==> config.mk <==
export PLATFORM = sky130hd
export DESIGN_NAME = vip_rgb_ycbcr_conv
export DESIGN_NICKNAME = d
export VERILOG_FILES = /design/src/rtl/vip_rgb_ycbcr_conv.sv
export SDC_FILE = /design/constraint.sdc
export NUM_CORES = 1
export LEC_CHECK = 0
export CAP_MARGIN = 15
export CORE_MARGIN = 1.5
export CORE_UTILIZATION = 62
export CTS_BUF_LIST = sky130_fd_sc_hd__clkbuf_16
export DETAILED_ROUTE_END_ITERATION = 10
export GPL_TIMING_DRIVEN = 0
export PLACE_DENSITY = 0.81
export SYNTH_ARGS = -nofsm -noshare
export SYNTH_HDL_FRONTEND = slang
export SYNTH_SLANG_ARGS = --single-unit
==> constraint.sdc <==
create_clock -name clk -period 13.42 [get_ports clk]
set_input_delay 2.684 -clock clk [delete_from_list [all_inputs] [get_ports clk]]
set_output_delay 2.684 -clock clk [all_outputs]
set_load 0.01 [all_outputs]
==> src/rtl/vip_rgb_ycbcr_conv.sv <==
// RGB to YCbCr converter: BT.601/BT.709 chosen once per frame, saturating outputs.
// Define YCBCR_422_EN to add a Cb/Cr pair-averaging stage (latency 4 instead of 3).
module vip_rgb_ycbcr_conv #(
    parameter int DATA_W = 8
) (
    input  logic              clk,
    input  logic              rst,
    input  logic              mode,
    input  logic              per_img_vsync,
    input  logic              per_img_href,
    input  logic [DATA_W-1:0] per_img_red,
    input  logic [DATA_W-1:0] per_img_green,
    input  logic [DATA_W-1:0] per_img_blue,
    output logic              post_img_vsync,
    output logic              post_img_href,
    output logic [DATA_W-1:0] post_img_Y,
    output logic [DATA_W-1:0] post_img_Cb,
    output logic [DATA_W-1:0] post_img_Cr,
    output logic              mode_active
);
    localparam int SW = DATA_W + 11;
`ifdef YCBCR_422_EN
    localparam int LAT = 4;
`else
    localparam int LAT = 3;
`endif
    localparam logic signed [SW-1:0] ROUND = SW'(128);
    localparam logic signed [SW-1:0] C_OFF = SW'(1 << (DATA_W + 7));
    localparam logic signed [SW-1:0] MAX_S = SW'((1 << DATA_W) - 1);

    // Products are ordered Y(R,G,B), Cb(R,G,B), Cr(R,G,B).
    function automatic logic signed [SW-1:0] coef(input logic m, input int idx);
        int c;
        case (idx)
            0:       c = m ? 54   : 77;
            1:       c = m ? 183  : 150;
            2:       c = m ? 19   : 29;
            3:       c = m ? -29  : -43;
            4:       c = m ? -99  : -85;
            5:       c = 128;
            6:       c = 128;
            7:       c = m ? -116 : -107;
            8:       c = m ? -12  : -21;
            default: c = 0;
        endcase
        return SW'(c);
    endfunction

    function automatic logic [DATA_W-1:0] round_clamp(input logic signed [SW-1:0] s,
                                                      input logic chroma);
        logic signed [SW-1:0] t;
        t = s + ROUND;
        if (chroma) t = t + C_OFF;
        t = t >>> 8;
        if (t < 0) return '0;
        else if (t > MAX_S) return '1;
        else return t[DATA_W-1:0];
    endfunction

    logic              vsync_prev_q, vsync_prev_d;
    logic              frame_mode_q, frame_mode_d;
    logic              vs_rise, pix_mode;
    logic [LAT-1:0]    vs_q, vs_d, hs_q, hs_d;
    logic [LAT-2:0]    rise_q, rise_d, md_q, md_d;
    logic              mode_active_q, mode_active_d;

    // A vsync already high out of reset counts as a frame start, since prev resets to 0.
    always_comb begin
        vs_rise       = per_img_vsync & ~vsync_prev_q;
        pix_mode      = vs_rise ? mode : frame_mode_q;
        vsync_prev_d  = per_img_vsync;
        frame_mode_d  = pix_mode;
        vs_d          = {vs_q[LAT-2:0], per_img_vsync};
        hs_d          = {hs_q[LAT-2:0], per_img_href};
        rise_d        = {rise_q[LAT-3:0], vs_rise};
        md_d          = {md_q[LAT-3:0], pix_mode};
        mode_active_d = rise_q[LAT-2] ? md_q[LAT-2] : mode_active_q;
    end

    logic signed [SW-1:0] comp_ext [3];
    logic signed [SW-1:0] prod_d [9];
    logic signed [SW-1:0] prod_q [9];
    logic signed [SW-1:0] sum_d [3];
    logic signed [SW-1:0] sum_q [3];
    logic [DATA_W-1:0]    ycc_d [3];
    logic [DATA_W-1:0]    ycc_q [3];

    assign comp_ext[0] = signed'(SW'(per_img_red));
    assign comp_ext[1] = signed'(SW'(per_img_green));
    assign comp_ext[2] = signed'(SW'(per_img_blue));

    for (genvar gi = 0; gi < 9; gi++) begin : g_prod
        assign prod_d[gi] = coef(pix_mode, gi) * comp_ext[gi % 3];
    end

    for (genvar gi = 0; gi < 3; gi++) begin : g_chan
        assign sum_d[gi] = prod_q[3*gi] + prod_q[3*gi+1] + prod_q[3*gi+2];
        assign ycc_d[gi] = round_clamp(sum_q[gi], gi != 0);
    end

    always_ff @(posedge clk) begin
        if (rst) begin
            vsync_prev_q  <= 1'b0;
            frame_mode_q  <= 1'b0;
            vs_q          <= '0;
            hs_q          <= '0;
            rise_q        <= '0;
            md_q          <= '0;
            mode_active_q <= 1'b0;
            for (int i = 0; i < 9; i++) prod_q[i] <= '0;
            for (int i = 0; i < 3; i++) begin
                sum_q[i] <= '0;
                ycc_q[i] <= '0;
            end
        end else begin
            vsync_prev_q  <= vsync_prev_d;
            frame_mode_q  <= frame_mode_d;
            vs_q          <= vs_d;
            hs_q          <= hs_d;
            rise_q        <= rise_d;
            md_q          <= md_d;
            mode_active_q <= mode_active_d;
            for (int i = 0; i < 9; i++) prod_q[i] <= prod_d[i];
            for (int i = 0; i < 3; i++) begin
                sum_q[i] <= sum_d[i];
                ycc_q[i] <= ycc_d[i];
            end
        end
    end

`ifdef YCBCR_422_EN
    logic              parity_q, parity_d, pair_now, odd_now;
    logic [DATA_W-1:0] avg_d [2];
    logic [DATA_W-1:0] avg_q [2];
    logic [DATA_W-1:0] out_d [3];
    logic [DATA_W-1:0] out_q [3];

    // An even pixel at stage 3 pairs with the pixel being clamped behind it (ycc_d);
    // the odd partner reuses that average one cycle later.
    always_comb begin
        parity_d = (hs_q[1] & hs_q[2]) ? ~parity_q : 1'b0;
        pair_now = hs_q[2] & ~parity_q & hs_q[1];
        odd_now  = hs_q[2] & parity_q;
        out_d[0] = ycc_q[0];
        for (int i = 0; i < 2; i++) begin
            avg_d[i]   = DATA_W'(({1'b0, ycc_q[i+1]} + {1'b0, ycc_d[i+1]}
                                  + (DATA_W+1)'(1)) >> 1);
            out_d[i+1] = pair_now ? avg_d[i] : (odd_now ? avg_q[i] : ycc_q[i+1]);
        end
    end

    always_ff @(posedge clk) begin
        if (rst) begin
            parity_q <= 1'b0;
            for (int i = 0; i < 2; i++) avg_q[i] <= '0;
            for (int i = 0; i < 3; i++) out_q[i] <= '0;
        end else begin
            parity_q <= parity_d;
            for (int i = 0; i < 2; i++) avg_q[i] <= avg_d[i];
            for (int i = 0; i < 3; i++) out_q[i] <= out_d[i];
        end
    end

    assign post_img_Y  = out_q[0];
    assign post_img_Cb = out_q[1];
    assign post_img_Cr = out_q[2];
`else
    assign post_img_Y  = ycc_q[0];
    assign post_img_Cb = ycc_q[1];
    assign post_img_Cr = ycc_q[2];
`endif

    assign post_img_vsync = vs_q[LAT-1];
    assign post_img_href  = hs_q[LAT-1];
    assign mode_active    = mode_active_q;

endmodule

==> results.md <==
- Status: complete, no violations
- MaxCap Viol Count: 0
- Switching part of the total: ~45%
- Initial Util: 62.83%
- P_sw: 1.700 mW
- Combinational share of power: between 60% and 70%
- FF-to-FF End: prod_q[0][90]$_SDFF_PP0_
- CTS Buffer Depth: 2
- Chip height: about 170 um
- Setup Buffers After CTS: 0
- Syn. warnings: 0
- First-pass GRT wire length: roughly 67000 um
- Boundary pin count: between 50 and 60
- Root cell of the clock tree: clkbuf_16
- Worst setup EP type: flip-flop
- Clock Power Share: about an eighth
- Final nets: 2464
- Fraction of layout cells with a size suffix above 1: ~3.3%
- Vias in the first global route: approximately 14000
- Crit path to: prod_q[0][90]$_SDFF_PP0_
- Row count: 61
- Initial drt markers: around 780
- CTS tree: built
- Post-layout util: between 60 and 70%
- Avg WL per Cell: 17.60 um
- Cell internal pwr: 2.049 mW
- Sequential Power Share: a little under a quarter
- Routability cong.: 0.9881
- GRT overflow: 0
- Drt first pass iters: 5
- Maximum vdd drop: roughly 0.16 mV
- Relative max-transition margin: 34.84%
- Reg2reg start: vs_q[0]$_SDFF_PP0_
- Post-DRT Antenna Nets: 0
- Distinct cell type count after synthesis: 72
- Final min period: 9045 ps
- TritonCTS Sinks: 192
- Critical Path, Cell by Cell: clkdlybuf4s50_1, nand2b_1, mux2_2, buf_1, clkbuf_1, nor2_1, ha_1, fa_1, inv_1, fa_1, fa_1, inv_1, ha_1, nor2b_4, o31a_1, o211ai_2, a21oi_2, a2111oi_4, xor2_1, nor2_1
- Post-Synthesis Cells: between 1500 and 2000
- Hold Crit Class: flip-flop to flip-flop
- Area Overhead vs Synth: 9.462%
- Largest net degree at the start of global routing: 20
- Finished Cell Area: 19110 um^2
- Seq/Total Area, Yosys: about 22%
- GRT Total Usage: between 20% and 30%
- Core box area: 27780 um^2
- DP HPWL: between 30000 and 40000 um
- Top cell type's share of synthesized area: 23.73%
- Vias: between 10000 and 15000
- Final WS setup: between 4000 and 5000 ps
- Most used cell, CP: fa_1
- Syn avg cell area: 9.430 um^2
- Die area: between 20000 and 30000 um^2
- Post-route insts no fill: ~2300
- Clk slew on worst S/H paths: 80 ps
- Flops & latches, synth: between 150 and 200
- Final cycle utilization of the critical path: between 60% and 70%
- Input/output buffers: between 50 and 60
- F_max: 110.6 MHz
- TNS Setup: 0 ps
- Placed insts: roughly 2300
- Slew Limit Fails: 0
- Worst Max-Slew Pin Slew: 977.3 ps
- Synth area leader: ha_1
- Synthesized area: between 15000 and 20000 um^2
- CTS H-tree lvls: 4
- Reg2reg setup slack: between 6000 and 7000 ps
- Setup CP Type: primary input to flip-flop
- Vias/cell: ~5.6
- Fin Clk Skew: 19.45 ps
- Antenna violations before repair: 1
- Pre-CTS setup slack: about 4100 ps
- Post-CTS sizing: 0
- Arr. time, crit path: approximately 9300 ps
- Worst-skew pair later-pin latency: roughly 440 ps
- CP max FO: 10
- Slowest-stage cell, CP: buf_1
- RSZ-0062 raised after global routing: false
- Filler cell count: between 2000 and 2500
- Startpoint types: primary input
- Hold buffers post-CTS: 0
- Post-place instance area: roughly 19000 um^2
- P_leak: roughly 9.6 nW
- FFs w/ async S/R, synth: 0%
- R2R cell count: 19
- Post-synth EDFFs: 0
- Top_reg_cell synth: dfxtp_1
- Crit path largest cell delay: ~780 ps
- CP startpoint: per_img_vsync
- PwrDens: between 150 and 200 nW/um^2
- CP required: 13720 ps
- Largest cells by area after synthesis: ha_1, dfxtp_1, fa_1
- Die width: approximately 170 um
- Final Hold Fails: 0
- Setup Viol. Count Final: 0
- Final WL: between 40000 and 50000 um
- DRC Markers: 0
- Number of CTS-inserted buffers: 17
## cells in the final DEF (no fill, tap or decap), types with 49 or more instances in the layout
cell / synthesis / final
nand2_1: 77 / 77
nor2_1: 177 / 177
nor2b_1: 50 / 50
clkdlybuf4s50_1: 0 / 55
fa_1: 166 / 166
ha_1: 331 / 331
a21oi_1: 94 / 94
xor2_1: 49 / 49
xnor2_1: 54 / 54
dfxtp_1: 192 / 192
inv_1: 306 / 306
## power groups by stage
stage	sequential [mW]	clock, mW	combinational [mW]
floorplan	0.857	0	1.77
global placement	0.874	0	2.23
detailed placement	0.878	0	2.32
CTS	0.868	0.497	2.36
global route	0.884	0.522	2.68
finish	0.867	0.496	2.39
## cell usage after synthesis, types with 3 or more instances
master	n
ha_1	331
xor2_1	49
o21ai_0	30
o21bai_1	9
or3_1	7
a211oi_1	19
nand2_1	77
a211o_1	6
nand3_1	21
or2_2	8
nor2b_1	50
mux2i_1	6
a21oi_2	4
nor2_1	177
o32ai_1	3
nor3b_1	5
o31a_1	3
nand4_1	7
o21a_1	21
dfxtp_1	192
fa_1	166
a21oi_1	94
a31oi_1	7
nand2b_1	22
and3_1	6
buf_1	4
inv_1	306
and2_1	9
clkbuf_1	31
o21ai_1	28
xnor2_1	54
a21o_1	14
nor3_1	31
## cells by family after synthesis
kind of cell,count (synthesis),synth area share [%]
XOR/XNOR,103,5.168
adder cells (fa/ha/maj),497,42.77
AO/OA/AOI/OAI,275,10.37
multiplexers,9,0.5807
other,2,0.04303
AND/OR/NAND/NOR,430,11.61
buffers and inverters,343,7.434
flip-flops,192,22.02
## through the flow
step                power [mW]  hold slack (ps)
floorplan                2.626            397.3
global placement         3.103            422.2
detailed placement       3.196            424.2
CTS                      3.727            438.4
global route             4.089            459.9
finish                   3.749            436.3
## metal layers
metal | global-route usage (%) | wire (um) | vias up
met5 | 0 | 0 | -
met4 | 15.16 | 2065 | 0
met3 | 4.742 | 2320 | 108
met2 | 50.40 | 19270 | 393
met1 | 36.60 | 17320 | 6249
li1 | - | - | 6229
## sequential cells by signal (all words and copies together) (netlist names)
| signal | cells |
|---|---|
| hs_q | 3 |
| md_q | 2 |
| mode_active | 1 |
| prod_q | 123 |
| rise_q | 2 |
| sum_q | 34 |
| vs_q | 3 |
| ycc_q | 24 |
## worst min-delay path by stage
stage | cells past startpoint | end | slack (ps) | startpoint
6_report | 1 | rise_q[0]$_SDFF_PP0_ | 440 | vs_q[0]$_SDFF_PP0_
5_1_grt | 1 | hs_q[1]$_SDFF_PP0_ | 460 | hs_q[0]$_SDFF_PP0_
4_1_cts | 1 | rise_q[0]$_SDFF_PP0_ | 440 | vs_q[0]$_SDFF_PP0_
3_5_place_dp | 1 | rise_q[0]$_SDFF_PP0_ | 420 | vs_q[0]$_SDFF_PP0_
3_3_place_gp | 1 | rise_q[0]$_SDFF_PP0_ | 420 | vs_q[0]$_SDFF_PP0_
2_1_floorplan | 1 | rise_q[0]$_SDFF_PP0_ | 400 | vs_q[0]$_SDFF_PP0_
## area by class of cell
class,instances,area (um^2),area share (%)
Timing Repair Buffer,56,558.0,2.921
Clock buffer,17,425.4,2.227
Multi-Input combinational cell,1328,12360,64.68
Buffer,36,145.1,0.7597
Clock inverter,14,147.6,0.7728
Tap cell,378,473.0,2.475
Antenna cell,1,2.502,0.01310
Sequential cell,192,3844,20.12
Inverter,307,1152,6.031
## critical path: cells and delay by family
family | cells | cell delay [ps]
buffers and inverters | 5 | 1910
and+or+nand+nor | 4 | 580
xor gates and xnor gates | 1 | 400
AOI/OAI and AO/OA | 4 | 980
adders and majority gates | 5 | 2240
muxes | 1 | 520
No activity file was read; power rests on OpenSTA's default activity.
